--- config.mk ---
export PLATFORM = sky130hd
export DESIGN_NAME = obi_block_reader
export DESIGN_NICKNAME = d
export VERILOG_FILES = /design/src/rtl/obi_block_reader.sv
export SDC_FILE = /design/constraint.sdc
export NUM_CORES = 1
export LEC_CHECK = 0
export CAP_MARGIN = 10
export CORE_MARGIN = 1
export CORE_UTILIZATION = 35
export CTS_CLUSTER_DIAMETER = 120
export DETAILED_ROUTE_END_ITERATION = 10
export MAX_ROUTING_LAYER = met4
export SKIP_LAST_GASP = 1
export SLEW_MARGIN = 20
export SYNTH_ARGS = -nofsm -noshare
export SYNTH_HDL_FRONTEND = slang
export SYNTH_SLANG_ARGS = --single-unit
--- constraint.sdc ---
create_clock -name clk_i -period 4.8 [get_ports clk_i]
set_clock_uncertainty 0.05 [all_clocks]
set_input_delay 0.72 -clock clk_i [delete_from_list [all_inputs] [get_ports clk_i]]
set_output_delay 0.72 -clock clk_i [all_outputs]
set_load 0.005 [all_outputs]
--- src/rtl/obi_block_reader.sv ---
// obi_block_reader: reads a block of consecutive 32-bit words over OBI and
// streams them out through a valid/ready interface. Request issue is limited
// by a credit scheme: in-flight reads plus words waiting in the response
// buffer never exceed MAX_OUTSTANDING, so the buffer cannot overflow.
module obi_block_reader #(
    parameter int ADDR_WIDTH      = 32,
    parameter int DATA_WIDTH      = 32,
    parameter int LEN_WIDTH       = 16,
    parameter int MAX_OUTSTANDING = 4
) (
    input  logic                  clk_i,
    input  logic                  rst_ni,
    input  logic                  start_i,
    input  logic [ADDR_WIDTH-1:0] base_addr_i,
    input  logic [LEN_WIDTH-1:0]  len_i,
    output logic                  busy_o,
    output logic                  done_o,
    output logic                  obi_req_o,
    input  logic                  obi_gnt_i,
    output logic [ADDR_WIDTH-1:0] obi_addr_o,
    output logic                  obi_we_o,
    output logic [3:0]            obi_be_o,
    output logic [DATA_WIDTH-1:0] obi_wdata_o,
    input  logic                  obi_rvalid_i,
    input  logic [DATA_WIDTH-1:0] obi_rdata_i,
    output logic                  data_valid_o,
    input  logic                  data_ready_i,
    output logic [DATA_WIDTH-1:0] data_o
);

    localparam int PTR_W = $clog2(MAX_OUTSTANDING);
    localparam int CNT_W = PTR_W + 1;
    localparam logic [CNT_W:0]        CREDIT_LIMIT = (CNT_W + 1)'(MAX_OUTSTANDING);
    localparam logic [ADDR_WIDTH-1:0] WORD_MASK    = {{(ADDR_WIDTH - 2){1'b1}}, 2'b00};

    typedef enum logic [0:0] {
        ST_IDLE = 1'b0,
        ST_BUSY = 1'b1
    } state_e;

    state_e                  state_r;
    state_e                  state_next_s;
    logic [ADDR_WIDTH-1:0]   addr_r;
    logic [LEN_WIDTH-1:0]    len_r;
    logic [LEN_WIDTH-1:0]    issued_r;
    logic [LEN_WIDTH-1:0]    popped_r;
    logic [CNT_W-1:0]        outstanding_r;
    logic [DATA_WIDTH-1:0]   fifo_mem_r [MAX_OUTSTANDING];
    logic [PTR_W-1:0]        wr_ptr_r;
    logic [PTR_W-1:0]        rd_ptr_r;
    logic [CNT_W-1:0]        count_r;
    logic                    done_r;

    logic                    busy_s;
    logic                    credit_ok_s;
    logic                    req_s;
    logic                    grant_s;
    logic                    push_s;
    logic                    pop_s;
    logic                    start_ok_s;
    logic                    start_zero_s;
    logic                    last_pop_s;

    assign busy_s       = (state_r == ST_BUSY);
    assign credit_ok_s  = (({1'b0, outstanding_r} + {1'b0, count_r}) < CREDIT_LIMIT);
    assign req_s        = busy_s && (issued_r < len_r) && credit_ok_s;
    assign grant_s      = req_s && obi_gnt_i;
    // A response with nothing in flight is spurious and is dropped.
    assign push_s       = obi_rvalid_i && (outstanding_r != {CNT_W{1'b0}});
    assign pop_s        = (count_r != {CNT_W{1'b0}}) && data_ready_i;
    assign start_ok_s   = !busy_s && start_i && (len_i != {LEN_WIDTH{1'b0}});
    assign start_zero_s = !busy_s && start_i && (len_i == {LEN_WIDTH{1'b0}});
    assign last_pop_s   = busy_s && pop_s && (popped_r == (len_r - LEN_WIDTH'(1)));

    // State register.
    always_ff @(posedge clk_i or negedge rst_ni) begin
        if (!rst_ni) begin
            state_r <= ST_IDLE;
        end else begin
            state_r <= state_next_s;
        end
    end

    // Next-state logic: enter BUSY on a non-empty command, leave on the last pop.
    always_comb begin
        state_next_s = state_r;
        case (state_r)
            ST_IDLE: begin
                if (start_ok_s) begin
                    state_next_s = ST_BUSY;
                end else begin
                    state_next_s = ST_IDLE;
                end
            end
            ST_BUSY: begin
                if (last_pop_s) begin
                    state_next_s = ST_IDLE;
                end else begin
                    state_next_s = ST_BUSY;
                end
            end
            default: begin
                state_next_s = ST_IDLE;
            end
        endcase
    end

    // Command latch and request address/issue tracking; address only moves on grant.
    always_ff @(posedge clk_i or negedge rst_ni) begin
        if (!rst_ni) begin
            addr_r   <= {ADDR_WIDTH{1'b0}};
            len_r    <= {LEN_WIDTH{1'b0}};
            issued_r <= {LEN_WIDTH{1'b0}};
        end else if (start_ok_s) begin
            addr_r   <= base_addr_i & WORD_MASK;
            len_r    <= len_i;
            issued_r <= {LEN_WIDTH{1'b0}};
        end else if (grant_s) begin
            addr_r   <= addr_r + ADDR_WIDTH'(4);
            issued_r <= issued_r + LEN_WIDTH'(1);
        end
    end

    // Count of words delivered on the stream for the current command.
    always_ff @(posedge clk_i or negedge rst_ni) begin
        if (!rst_ni) begin
            popped_r <= {LEN_WIDTH{1'b0}};
        end else if (start_ok_s) begin
            popped_r <= {LEN_WIDTH{1'b0}};
        end else if (busy_s && pop_s) begin
            popped_r <= popped_r + LEN_WIDTH'(1);
        end
    end

    // In-flight read counter; grant and response in one cycle cancel out.
    always_ff @(posedge clk_i or negedge rst_ni) begin
        if (!rst_ni) begin
            outstanding_r <= {CNT_W{1'b0}};
        end else begin
            case ({grant_s, push_s})
                2'b10:   outstanding_r <= outstanding_r + CNT_W'(1);
                2'b01:   outstanding_r <= outstanding_r - CNT_W'(1);
                default: outstanding_r <= outstanding_r;
            endcase
        end
    end

    // Response buffer storage and pointers.
    always_ff @(posedge clk_i or negedge rst_ni) begin
        if (!rst_ni) begin
            for (int i = 0; i < MAX_OUTSTANDING; i++) begin
                fifo_mem_r[i] <= {DATA_WIDTH{1'b0}};
            end
            wr_ptr_r <= {PTR_W{1'b0}};
            rd_ptr_r <= {PTR_W{1'b0}};
        end else begin
            if (push_s) begin
                fifo_mem_r[wr_ptr_r] <= obi_rdata_i;
                wr_ptr_r             <= wr_ptr_r + PTR_W'(1);
            end
            if (pop_s) begin
                rd_ptr_r <= rd_ptr_r + PTR_W'(1);
            end
        end
    end

    // Response buffer occupancy.
    always_ff @(posedge clk_i or negedge rst_ni) begin
        if (!rst_ni) begin
            count_r <= {CNT_W{1'b0}};
        end else begin
            case ({push_s, pop_s})
                2'b10:   count_r <= count_r + CNT_W'(1);
                2'b01:   count_r <= count_r - CNT_W'(1);
                default: count_r <= count_r;
            endcase
        end
    end

    // Completion pulse: after the last pop, or right after a zero-length command.
    always_ff @(posedge clk_i or negedge rst_ni) begin
        if (!rst_ni) begin
            done_r <= 1'b0;
        end else begin
            done_r <= last_pop_s || start_zero_s;
        end
    end

    assign busy_o       = busy_s;
    assign done_o       = done_r;
    assign obi_req_o    = req_s;
    assign obi_addr_o   = addr_r;
    assign obi_we_o     = 1'b0;
    assign obi_be_o     = 4'b1111;
    assign obi_wdata_o  = {DATA_WIDTH{1'b0}};
    assign data_valid_o = (count_r != {CNT_W{1'b0}});
    assign data_o       = fifo_mem_r[rd_ptr_r];

endmodule

# [Word level (Yosys, flattened, before mapping)]
# Cells that the tools add are included.
[totals] register_bits=220 in_bits=86
[classes] addsub=11 n_lt_le_gt_ge=5 eq_ne=5 muxes=17 bitwise=3 n_reduce_logical=21
[ops] cell="$mux W32" count=5
[ops] cell="$bwmux W128" count=1
[ops] cell="$bmux W32 S2" count=1
[ops] cell="$demux W32 S2" count=1
[ops] cell="$mux W16" count=4
[ops] cell="$add A16 B1 Y16 const B" count=2
[ops] cell="$add A32 B3 Y32 const B" count=1
[ops] cell="$eq A16 B16 Y1" count=1
[ops] cell="$logic_not A16 Y1" count=1
[ops] cell="$lt A16 B16 Y1" count=1
[ops] cell="$reduce_bool A16 Y1" count=1
[ops] cell="$sub A16 B1 Y16 const B" count=1
[ops] cell="$pmux W3 S2" count=2
[ops] cell="$logic_and A1 B1 Y1" count=11
[ops] cell="$reduce_bool A2 Y1" count=4
[ops] cell="$add A3 B1 Y3 const B" count=2
[ops] cell="$ge A3 B3 Y1 const B" count=2
[ops] cell="$not A2 Y3" count=2
[ops] cell="$reduce_bool A3 Y1" count=2
[ops] cell="$sub A3 B1 Y3 const B" count=2
[ops] cell="$add A2 B1 Y2 const B" count=2
[ops] cell="$add A3 B3 Y4" count=1
[ops] cell="$eq A2 B1 Y1 const B" count=2
[ops] cell="$eq A2 B2 Y1 const B" count=2
[ops] cell="7 further kinds" count=8

# [Depth between registers and ports, before layout]
# Gate-level depths: netlist of the first run.
[logic_depth] ltp_word=6 mapped_depth=16

# [Worst setup path after synthesis of the first run]
# No wires, ideal clock.
[synth_path] path_type="register -> register" start="reg len_r[2]" end="reg outstanding_r[2]" arrival_time_ps=3240 path_slack_ps=1431 path_stages_with_launch=16 n_path_buf=1 synth_period_minus_slack_ps=3369 cell_sequence="dfrtp_1 -> inv_1 -> ha_1 -> o21a_1 -> nor2_1 -> a211o_1 -> a311oi_1 -> clkbuf_1 -> nor2_1 -> inv_1 -> ha_1 -> inv_1 -> fa_1 -> xor2_1 -> nor2_1 -> xor2_1"
[synth_between] elab_chain_cells=6 word_cells_on_any_way=8 classes_between="order compare: 1; eq/ne: 2; mux: 1; reduce/logical: 4"
[synth_lines] element="start, declared" line_no="44" rtl="logic [LEN_WIDTH-1:0] len_r;"
[synth_lines] element="start signal, assigned" line_no="112" rtl="len_r <= {LEN_WIDTH{1'b0}};"
[synth_lines] element="start signal, assigned" line_no="116" rtl="len_r <= len_i;"
[synth_lines] element="$lt A16 B16 Y1 *" line_no="66" rtl="assign req_s = busy_s && (issued_r < len_r) && credit_ok_s;"
[synth_lines] element="$logic_and A1 B1 Y1 * (2 in a row)" line_no="66"
[synth_lines] element="$logic_and A1 B1 Y1 *" line_no="67" rtl="assign grant_s = req_s && obi_gnt_i;"
[synth_lines] element="$eq A2 B1 Y1 or $eq A2 B2 Y1 (tied branches)" line_no="140" rtl="case ({grant_s, push_s})"
[synth_lines] element="$pmux W3 S2 or $reduce_bool A2 Y1 (tied branches)"
[synth_lines] element="end signal, assigned" line_no="141" rtl="2'b10: outstanding_r <= outstanding_r + CNT_W'(1);"
[synth_lines] element="end signal, assigned" line_no="142" rtl="2'b01: outstanding_r <= outstanding_r - CNT_W'(1);"
[synth_lines] element="end signal, assigned" line_no="143" rtl="default: outstanding_r <= outstanding_r;"
[synth_lines] element="end, declared" line_no="47" rtl="logic [CNT_W-1:0] outstanding_r;"
# Every way passes the cells marked *; elsewhere a longest branch is shown, timed or not.
# A chain may end at the register's enable or synchronous reset.

# [Worst setup path after layout of the first run]
[layout_path] start="reg len_r[10]" end="out obi_req_o"
[layout_between] elab_chain_cells=3
[layout_lines] element="$lt A16 B16 Y1" line_no="66"
[layout_lines] element="$logic_and A1 B1 Y1 (2 in a row)" line_no="66"
[layout_lines] element="end, declared" line_no="18" rtl="output logic obi_req_o,"
# No other way between the ends.

==> results by group, run 1 <==
Status
  • Outcome: completed

Clock tree
  • TritonCTS clock tree: built
  • Clock Tree Buf Depth: 3
  • Hold_buf cts: 0
  • Clock Sinks: 218
  • Clock Pin Slew Worst Setup and Hold Paths: 60 ps
  • Post-CTS Repair Setup Buffers: 0
  • Total CTS buffers: 25
  • Root buf cell: clkbuf_16
  • Htree depth: 1
  • Worst skew pair latency: 520 ps
  • Post-CTS Resized: 0

Route
  • WL final: 25,300 um
  • Drt first pass iters: 6
  • DR WL/cell: 16.7 um
  • Number of DRC markers in iteration 0: 430
  • Vias/cell: 5.04
  • Vias: 7,640
  • ANT nets after route: 0
  • Drt drc: 0

Worst setup path
  • WP data required: 4030 ps
  • Startpoint Class: flop
  • R2R Setup Slk: 1260 ps
  • Crit Path Class: reg -> out
  • Critical path peak fanout: 43
  • Crit path DAT: 3130 ps
  • CP Capture Type: output pin

Final layout
  • Diodes inserted: 0
  • Area Growth Syn to Fin: 22.8%
  • Design area: 13,800 um^2
  • Post-layout util: 43.6%
  • Final Non-Filler Cells: 1,516
  • # fillers: 2,987
  • Nets: 1,213
  • Layout cells sized above 1: 19.7%

Worst hold path
  • Min-Delay Path Class: in -> async

Global route
  • Met1 Use GR: 21.6%
  • Vias in the first global route: 7,910
  • Grt met2 use: 26.2%
  • Total global routing overflow: 0
  • Largest net degree at the start of global routing: 104
  • First-pass GRT wire length: 42,100 um
  • GRT busiest layer: met2
  • Initial antenna violation count: 0
  • GR Util All Layers: 16.3%
  • Met3 GRT Util: 2.64%

Logic synthesis
  • Yosys warns: 0
  • Synth cell count leaders: dfrtp_1, mux2_2, nor2_1
  • Synth Register Bits: 218
  • Cells after Synth: 962
  • Post-synthesis cell type count: 53
  • Avg Cell Area, Syn: 11.7 um^2
  • Top cells by area, synth: dfrtp_1, mux2_2, mux4_2
  • Post-synthesis sequential area ratio: 48.7%
  • Synth async-reset ratio: 100%
  • Synth Cell Area: 11,200 um^2
  • Dominant cell type by area after synthesis: dfrtp_1
  • Prevailing post-synth register cell: dfrtp_1
  • Count leader, synth: dfrtp_1
  • Synth top area share: 48.7%
  • Post-synth EDFFs: 0

Placed design
  • Placed insts: 1,473
  • I/O Buffers: 149
  • Final HPWL DP: 16,700 um
  • Pre-CTS worst setup slack: 1210 ps
  • Placed inst area: 13,000 um^2
  • Placer Congestion: 0.781

Pwr
  • Peak VDD IR: 250 uV
  • Net Sw Frac: 31.3%
  • PwrDens: 613 nW/um^2
  • Final Power: 8.43 mW
  • Internal Power: 5.80 mW
  • Flop pwr share: 37.4%
  • Logic pwr share: 41.1%
  • Switching pwr: 2.64 mW
  • Clock share of power: 21.5%
  • Lkg Pwr: 5.68 nW

Flow run
  • Max-cap viol count: 0

STA
  • Final hold vios: 0
  • Unrepaired setup endpoints after global routing: no
  • Slew Limit Fails: 0
  • Fin crit share: 81.2%
  • Worst-Margin Slew: 894 ps
  • Slew margin rel.: 40.4%
  • Setup ws final: 900 ps
  • Min cycle time layout: 3900 ps
  • Hold WS: 179 ps
  • Final setup vio count: 0
  • TNS Setup: 0 ps
  • Fmax: 256 MHz

Die
  • Die area: 32,800 um^2
  • # rows: 65
  • Chip width: 181 um
  • Core Region: 31,600 um^2
  • Starting Density: 35.5%
  • Io pins: 191
  • Vert. Die Dim: 181 um
## final cells by class
cell class                      count  area [um^2]  area share [%]
Sequential cell                   218         5460            39.6
Inverter                           28          105           0.763
Timing Repair Buffer              160         1590            11.6
Multi-Input combinational cell    665         5340            38.8
Tap cell                          402          503            3.65
Clock buffer                       36          707            5.13
Clock inverter                      7         66.3           0.482
## cell usage in the layout (no fill, tap or decap), drive strengths merged, types with 7 or more instances in the layout
master,count
nor2,72
nor4,20
mux2i,7
xnor2,62
and3,8
ha,27
mux4,32
nor4b,8
a21oi,31
xor2,20
buf,12
conb,39
nand3,24
clkbuf,36
nand2,61
nand4,16
mux2,128
inv,29
dfrtp,218
clkdlybuf4s50,148
o21ai,35
nor3,20
## flip-flops by register name, summed over array words and instances, names as in the netlist, 2 cells and up
register	cells
outstanding_r	3
count_r	3
wr_ptr_r	2
fifo_mem_r	128
len_r	16
popped_r	16
rd_ptr_r	2
obi_addr_o	30
issued_r	16
## metal layers
layer	up-vias	wire [um]
met1	3811	11800
met4	0	546
li1	3622	-
met3	40	1120
met2	167	11800
met5	-	0
## critical path: stages, from the launching register on
cell and delay [ps]:
dfrtp_1 410, inv_1 90, ha_1 330, a41o_1 250, a211oi_1 350, a311oi_4 160, buf_4 300, nor2_1 180
clkdlybuf4s50_1 520
## kinds of logic (layout without fill, tap and decap cells)
family,Yosys count,in the layout,synth area share (%)
buf+inv,116,231,5.22
xor+xnor,82,82,6.41
mux,167,167,19.9
other cells,2,39,0.0670
fa+ha+maj,29,29,3.37
flops,218,218,48.7
simple gates,259,259,11.7
compound gates,89,89,4.72
## power groups by stage
stage	Clock [mW]	Combinational (mW)	Sequential, mW
2_1_floorplan	0	2.22	3.01
3_3_place_gp	0	3.46	3.15
3_5_place_dp	0	3.52	3.18
4_1_cts	1.88	3.53	3.15
5_1_grt	1.95	3.80	3.28
6_report	1.81	3.47	3.15
## final timing paths
kind,start,end,cells after the start
worst min register to register,rd_ptr_r[1],rd_ptr_r[1],1
worst max-delay path,len_r[10],obi_req_o,8
min in group clk_i,rd_ptr_r[1],rd_ptr_r[1],1
worst max register to register,len_r[13],outstanding_r[2],15
max in group asynchronous,rst_ni,fifo_mem_r[52],2
worst min-delay path,rst_ni,fifo_mem_r[70],1
Note: power is estimated with default switching activity, not from simulation.
==> run 2, diff against run 1 <==
==> constraint.sdc (replaced) <==
create_clock -name clk_i -period 3.81 [get_ports clk_i]
set_clock_uncertainty 0.05 [all_clocks]
set_input_delay 0.5715 -clock clk_i [delete_from_list [all_inputs] [get_ports clk_i]]
set_output_delay 0.5715 -clock clk_i [all_outputs]
set_load 0.005 [all_outputs]
==> results by group, run 2 (synthesis gave the netlist of run 1 again) <==
Die
  • Vert. Die Dim: 181 um
  • Io pins: 191
  • Chip width: 181 um
  • Core Region: 31,600 um^2
  • Starting Density: 35.5%
  • # rows: 65
  • Die area: 32,800 um^2

Clock tree
  • TritonCTS clock tree: built
  • Post-CTS Resized: 0
  • Worst skew pair latency: 520 ps
  • Clock Pin Slew Worst Setup and Hold Paths: 60 ps
  • Htree depth: 1
  • Root buf cell: clkbuf_16
  • Clock Sinks: 218
  • Hold_buf cts: 0
  • Total CTS buffers: 26
  • Post-CTS Repair Setup Buffers: 0
  • Clock Tree Buf Depth: 3

Worst setup path
  • CP Capture Type: output pin
  • Critical path peak fanout: 7
  • Worst path max stage delay: 530 ps
  • Crit Path Class: reg -> out
  • WP data required: 3190 ps
  • Startpoint Class: flop
  • Crit path DAT: 2920 ps
  • Max stage delay cell, worst path: clkdlybuf4s50_1
  • CP cell instances: inv_1, ha_1, a41o_1, a211oi_1, a311oi_4, nor2_1, clkdlybuf4s50_1

Final layout
  • Commonest cells after routing, fill and taps aside: dfrtp_1, clkdlybuf4s50_1, mux2_2, nor2_1, xnor2_1
  • Commonest non-fill, non-tap cell in the layout: dfrtp_1
  • Area Growth Syn to Fin: 24.5%
  • Largest register FFs: 128
  • Register with the most flip-flops: fifo_mem_r
  • Diodes inserted: 0
  • Nets: 1,221
  • Layout cells sized above 1: 20.6%

STA
  • Final hold vios: 7
  • Fmax: 282 MHz
  • Slew Limit Fails: 0
  • Hold WS: -3.27 ps
  • Fin crit share: 92.9%
  • Slew margin rel.: 45.0%
  • Worst-Margin Slew: 824 ps
  • Final setup vio count: 0
  • TNS Setup: 0 ps
  • Min cycle time layout: 3540 ps
  • Unrepaired setup endpoints after global routing: no

Global route
  • Total global routing overflow: 0
  • First-pass GRT wire length: 41,500 um
  • Vias in the first global route: 7,803
  • Initial antenna violation count: 0
  • GR Util All Layers: 16.1%
  • Largest net degree at the start of global routing: 92

Flow run
  • Max-cap viol count: 0

Status
  • Outcome: complete, but fails checks
  • Failing checks: negative hold slack

Route
  • Number of DRC markers in iteration 0: 360
  • Drt drc: 0
  • Drt first pass iters: 6
  • Wl on met1: 11,500 um
  • Max layer used: met4
  • Vias: 7,644
  • DR WL met3: 1290 um
  • DR WL/cell: 16.3 um
  • DR WL met2: 11,600 um
  • WL final: 24,800 um
  • ANT nets after route: 0
  • Vias/cell: 5.01

Pwr
  • Internal Power: 7.52 mW
  • Clock share of power: 23.0%
  • Net Sw Frac: 30.5%
  • Switching pwr: 3.30 mW
  • Peak VDD IR: 480 uV
  • Flop pwr share: 36.7%
  • Lkg Pwr: 5.77 nW
  • Logic pwr share: 40.4%
  • PwrDens: 775 nW/um^2

Worst hold path
  • Min-Delay Path Class: in -> async

Placed design
  • I/O Buffers: 149
  • Final HPWL DP: 16,900 um
  • Placer Congestion: 0.807
[run 2: through the flow]
stage	power, mW	util (%)	cell area [um^2]	setup slack, ps	cells
final	10.8	44.2	14000	270	1526
after global routing	11.6	44.2	14000	115	1526
after CTS	11.0	44.2	14000	218	1526
after detailed placement	8.44	41.5	13100	514	1480
after global placement	8.35	41.5	13100	518	1480
after floorplan	6.60	-	11400	441	999
[run 2: final timing paths]
path,from,to,slack [ps],cells after the start
setup reg to reg,len_r[0],busy_o,700,9
setup / recovery,len_r[10],obi_req_o,270,7
hold reg to reg,rd_ptr_r[1],rd_ptr_r[1],420,1
hold / removal,rst_ni,fifo_mem_r[100],-3,1
min in group clk_i,rd_ptr_r[1],rd_ptr_r[1],420,1
max in group asynchronous,rst_ni,fifo_mem_r[22],2890,2
[run 2: layer usage]
metal	up-vias	GRT usage (%)
li1	3628	-
met2	172	25.3
met1	3812	21.8
met3	32	2.94
met4	0	3.29
met5	-	-
[run 2: final cells by class]
cell class | count | area (um^2)
fillers | 2984 | 17600
repair buffers | 167 | 1680
well taps | 402 | 503
multi-input cells | 665 | 5340
clock buffers | 38 | 777
inverters | 28 | 105
flip-flops and latches | 218 | 5460
clock inverters | 8 | 95.1
[run 2: critical path: cells and delay by family (launching register included)]
family	cells	cell delay, ps
AOI/OAI and AO/OA	3	840
adders and majority gates	1	330
buffers and inverters	2	620
DFF	1	420
and+or+nand+nor	1	200
[run 2: power by group through the flow]
stage          clock (mW)  sequential (mW)  combinational [mW]
6_report             2.49             3.97                4.37
3_5_place_dp            0             4.01                4.43
3_3_place_gp            0             3.98                4.37
2_1_floorplan           0             3.79                2.80
5_1_grt              2.68             4.11                4.79
4_1_cts              2.58             3.97                4.45
==> run 3, diff against run 2 <==
--- a/config.mk
+++ b/config.mk
@@ -8,10 +8,10 @@
 export CAP_MARGIN = 10
 export CORE_MARGIN = 1
 export CORE_UTILIZATION = 35
+export CTS_BUF_LIST = sky130_fd_sc_hd__clkbuf_8
 export CTS_CLUSTER_DIAMETER = 120
 export DETAILED_ROUTE_END_ITERATION = 10
 export MAX_ROUTING_LAYER = met4
-export SKIP_LAST_GASP = 1
 export SLEW_MARGIN = 20
 export SYNTH_ARGS = -nofsm -noshare
 export SYNTH_HDL_FRONTEND = slang
==> results by group, run 3 (synthesis gave the netlist of run 1 again) <==
Pwr
  • Lkg Pwr: 5.84 nW
  • Peak VDD IR: 383 uV
  • Final Power: 10.7 mW
  • PwrDens: 766 nW/um^2

Clock tree
  • Worst skew pair latency: 530 ps
  • Post-CTS Resized: 0
  • Root buf cell: clkbuf_8
  • TritonCTS clock tree: built
  • Total CTS buffers: 40
  • Htree depth: 2
  • Clock Pin Slew Worst Setup and Hold Paths: 60 ps
  • Post-CTS Repair Setup Buffers: 0
  • Clock Sinks: 218
  • Hold_buf cts: 1
  • Clock Tree Buf Depth: 3

Placed design
  • Placer Congestion: 0.807
  • Pre-CTS worst setup slack: 514 ps
  • Final HPWL DP: 16,900 um
  • Placed insts: 1,480
  • I/O Buffers: 149
  • Placed inst area: 13,100 um^2

Die
  • Starting Density: 35.5%
  • Chip width: 181 um
  • # rows: 65
  • Vert. Die Dim: 181 um
  • Die area: 32,800 um^2
  • Io pins: 191
  • Core Region: 31,600 um^2

STA
  • Final setup vio count: 0
  • Fin crit share: 92.8%
  • Slew Limit Fails: 0
  • Min cycle time layout: 3540 ps
  • Final hold vios: 0
  • Slew margin rel.: 44.8%
  • Hold WS: 418 ps
  • Setup ws final: 274 ps
  • Worst-Margin Slew: 827 ps
  • Unrepaired setup endpoints after global routing: no
  • TNS Setup: 0 ps
  • Fmax: 283 MHz

Route
  • ANT nets after route: 0
  • DR WL met3: 1260 um
  • Drt drc: 0
  • Vias/cell: 4.94
  • Vias: 7,681
  • DR WL/cell: 16.2 um
  • Drt first pass iters: 6
  • Max layer used: met4
  • Wl on met1: 11,600 um
  • Number of DRC markers in iteration 0: 319
  • WL final: 25,200 um
  • DR WL met2: 11,800 um

Final layout
  • Post-layout util: 44.2%
  • Final Non-Filler Cells: 1,554
  • Commonest non-fill, non-tap cell in the layout: dfrtp_1
  • Largest register FFs: 128
  • Area Growth Syn to Fin: 24.5%
  • Commonest cells after routing, fill and taps aside: dfrtp_1, clkdlybuf4s50_1, mux2_2, nor2_1, xnor2_1
  • Layout cells sized above 1: 21.7%
  • Diodes inserted: 0
  • Nets: 1,236
  • Design area: 14,000 um^2
  • Register with the most flip-flops: fifo_mem_r

Worst hold path
  • Hold path startpoint: rd_ptr_r[1]
  • Min-Delay Path Class: reg -> reg

Worst setup path
  • Critical path origin: len_r[10]
  • Critical path peak fanout: 7
  • Worst path max stage delay: 520 ps
  • CP Capture Type: output pin
  • CP cell instances: inv_1, ha_1, a41o_1, a211oi_1, a311oi_4, nor2_1, clkdlybuf4s50_1
  • Crit path DAT: 2910 ps
  • WP data required: 3190 ps
  • Crit Path Class: reg -> out
  • Max stage delay cell, worst path: clkdlybuf4s50_1
  • Critical path's top delay family: compound AO/OA/AOI/OAI gates
  • Worst Path Buf+Inv: 2
  • Startpoint Class: flop
  • Worst R2R Start: len_r[0]

Global route
  • Initial antenna violation count: 0
  • Total global routing overflow: 0
  • Largest net degree at the start of global routing: 92
  • First-pass GRT wire length: 42,000 um
  • GR Util All Layers: 16.4%
  • Vias in the first global route: 8,015

Status
  • Outcome: completed

Flow run
  • Max-cap viol count: 0
-- run 3: cell count changes in the layout (fill, tap and decap cells not counted), sizes merged --
cell | previous run | this run
clkbuf | 38 | 53
clkinv | 4 | 3
dlygate4sd3 | 0 | 1
inv | 28 | 41
-- run 3: final timing paths --
check / endpoint / cells past startpoint / slack, ps
hold reg to reg: rd_ptr_r[1] / 1 / 420
setup reg to reg: busy_o / 9 / 700
hold / removal: rd_ptr_r[1] / 1 / 420
setup / recovery: obi_req_o / 7 / 270
max in group asynchronous: fifo_mem_r[85] / 3 / 2290
min in group asynchronous: fifo_mem_r[102] / 2 / 570
-- run 3: power by group --
group / internal, mW / leakage, nW / total (mW) / switching (mW)
logic: 2.68 / 2.72 / 4.37 / 1.69
clock network: 1.38 / 0.491 / 2.36 / 0.985
registers: 3.30 / 2.64 / 3.97 / 0.667
total: 7.36 / 5.84 / 10.7 / 3.34
-- run 3: cell type report --
type | instances | area [um^2]
sequential | 218 | 5460
timing repair buffer | 168 | 1690
clock buffer | 53 | 729
clock inverter | 20 | 139
multi-input combinational | 665 | 5340
inverter | 28 | 105
tap | 402 | 503
fill | 2984 | 17600
-- run 3: layer usage --
layer  track usage (%)  vias to the layer above
li1                  -                     3662
met1              21.7                     3792
met2              25.5                      181
met3              3.18                       46
met4              4.81                        0
met5                 -                        -
==> RTL change (config.mk and constraints of run 3) <==
Set the parameter `DATA_WIDTH` to 64 (it was 32).
--- a/src/rtl/obi_block_reader.sv
+++ b/src/rtl/obi_block_reader.sv
@@ -5,5 +5,5 @@
 module obi_block_reader #(
     parameter int ADDR_WIDTH      = 32,
-    parameter int DATA_WIDTH      = 32,
+    parameter int DATA_WIDTH      = 64,
     parameter int LEN_WIDTH       = 16,
     parameter int MAX_OUTSTANDING = 4
Ports: changed (resized data_o, obi_rdata_i and obi_wdata_o); port bits go from 191 to 287. The function was not compared with the original's and may differ.
==> RTL change against run 3 <==
  * Synthesized cell count is 40% higher
  * Combinational power is 68% higher
  * Final area is 52% higher
  * Total power is 64% higher
  * Largest cell class unchanged
  * Setup slack worse by 26 ps
  * Register-to-register slack worse by 160 ps
  * Wire length is 65% higher
  * Utilization is 0.067 points lower
  * Fmax is 0.74% lower
  * Critical path type unchanged
  * Sequential cell count is 128 higher
  * Area after synthesis is 53% higher
  * Cell count is 45% higher
  * Sequential share of layout area is 1.7 points higher
  * Via count is 51% higher
==> RTL change: results (changes against run 3) <==
Cells and area:
- The proportion of layout cells with a drive suffix above 1 is 28.2% (+6.5 points).
- The number of flip-flops under the largest register name is 256 (+100%).

Setup path:
- The register-to-register path setup slack is 540 ps (-160 ps).
- The top fanout value on the critical path came to 4 (-3).

Logic synthesis:
- The sequential area share after synthesis is 50.4% (+1.7 points).
- By count the netlist is led by 346 x sky130_fd_sc_hd__dfrtp_1, 256 x sky130_fd_sc_hd__mux2_2, 71 x sky130_fd_sc_hd__buf_4, 64 x sky130_fd_sc_hd__mux4_2, 62 x sky130_fd_sc_hd__clkbuf_1.
- Ranked by total cell area, the synthesized netlist is headed by sky130_fd_sc_hd__dfrtp_1 50%, sky130_fd_sc_hd__mux2_2 17%, sky130_fd_sc_hd__mux4_2 8.4%.
- The number of library cell types mapped by synthesis is 62 (+17%).

STA:
- The final hold slack is 443 ps (+25.2 ps).
- The upper clock frequency limit is 281 MHz (-0.74%).
- The tightest slew margin relative to the limit is 28.6% (-16 points).

Placement:
- The number of port buffers is 213 (+43%).
- The routability congestion estimate came to 0.817 (+1.3%).
- The placed wire-length estimate after detailed placement is 26.8 mm (+59%).

Pwr:
- The leakage power is 0.00886 uW (+52%).
- The worst supply voltage drop on vdd is 0.354 mV (-7.6%).

Global route:
- The total routing usage reported by global routing is 17.2% (+0.85 points).
- The largest net degree at the start of global routing is 101 (+9.8%).
- The via count of the first global-routing pass was 12400 (+54%).
- The global-route wire length before repair was 66.4 mm (+58%).
- The number of antenna violations at the first check in global routing came to 3 (+3).

Routing:
- The overall routed net length is 41.5 mm (+65%).
- The DRC violation total after the first TritonRoute iteration is 565 (+77%).
- The detailed-router iteration count before antenna repair is 5 (-1).

Status:
- The run finished with clean final reports.

Clock tree:
- The clock buffer count from CTS is 61 (+53%).
RTL change: cell type report:
type	count	area, sq um
fillers	4454	26800
flip-flops and latches	346	8660
multi-input cells	896	7890
repair buffers	242	2420
clock buffers	77	1060
well taps	615	769
clock inverters	39	304
inverters	31	116
diodes	3	7.51
RTL change: path summary, 6_finish.rpt:
| kind | from | endpoint | cells after the start |
|---|---|---|---|
| max in group asynchronous | rst_ni | fifo_mem_r[239] | 3 |
| worst max-delay path | len_r[15] | obi_req_o | 7 |
| worst max register to register | len_r[13] | outstanding_r[2] | 13 |
| worst min register to register | fifo_mem_r[59] | fifo_mem_r[59] | 1 |
| min in group asynchronous | rst_ni | fifo_mem_r[214] | 2 |
| worst min-delay path | base_addr_i[10] | obi_addr_o[10] | 3 |
RTL change: kinds of logic (layout without fill, tap and decap cells):
group / after synthesis / after routing / share of synthesized area (%)
AOI/OAI and AO/OA: 163 / 163 / 5.98
xor gates and xnor gates: 35 / 35 / 1.78
adders and majority gates: 29 / 29 / 2.20
buffers and inverters: 177 / 389 / 5.46
DFF: 346 / 346 / 50.4
muxes: 324 / 324 / 25.4
other: 2 / 74 / 0.0437
and+or+nand+nor: 274 / 274 / 8.78
RTL change: per-layer routing:
metal	global-route usage, %	wire length (um)
met5	-	0
met4	5.10	720
met2	27.3	20100
met3	3.86	2170
met1	22.1	18600
RTL change: worst reg2reg max path: cells and delay by family, from the launching register on:
family | cells | cell delay, ps
fa+ha+maj | 3 | 900
simple gates | 4 | 710
compound gates | 2 | 630
flops | 1 | 430
xor+xnor | 2 | 320
buf+inv | 2 | 150
RTL change: per-stage QoR:
step	instances	util (%)	area, sq um
floorplan	1419	-	17400
global placement	2129	41.3	19800
detailed placement	2129	41.3	19800
CTS	2246	44.2	21200
global route	2249	44.2	21200
finish	2249	44.2	21200
RTL change: power groups by stage:
stage               Combinational (uW)  Sequential, uW  Clock, uW
detailed placement                7460            6480          0
finish                            7340            6420       3760
global route                      7960            6670       4060
global placement                  7310            6360          0
CTS                               7480            6430       3900
floorplan                         4620            6060          0
RTL change: what timing repair did:
| action | CTS | global route |
|---|---|---|
| hold endpoints to repair | 88 | 0 |
| buffers inserted | 0 | 0 |
| hold buffers | 1 | 0 |
| endpoints found under the setup margin | 0 | 0 |
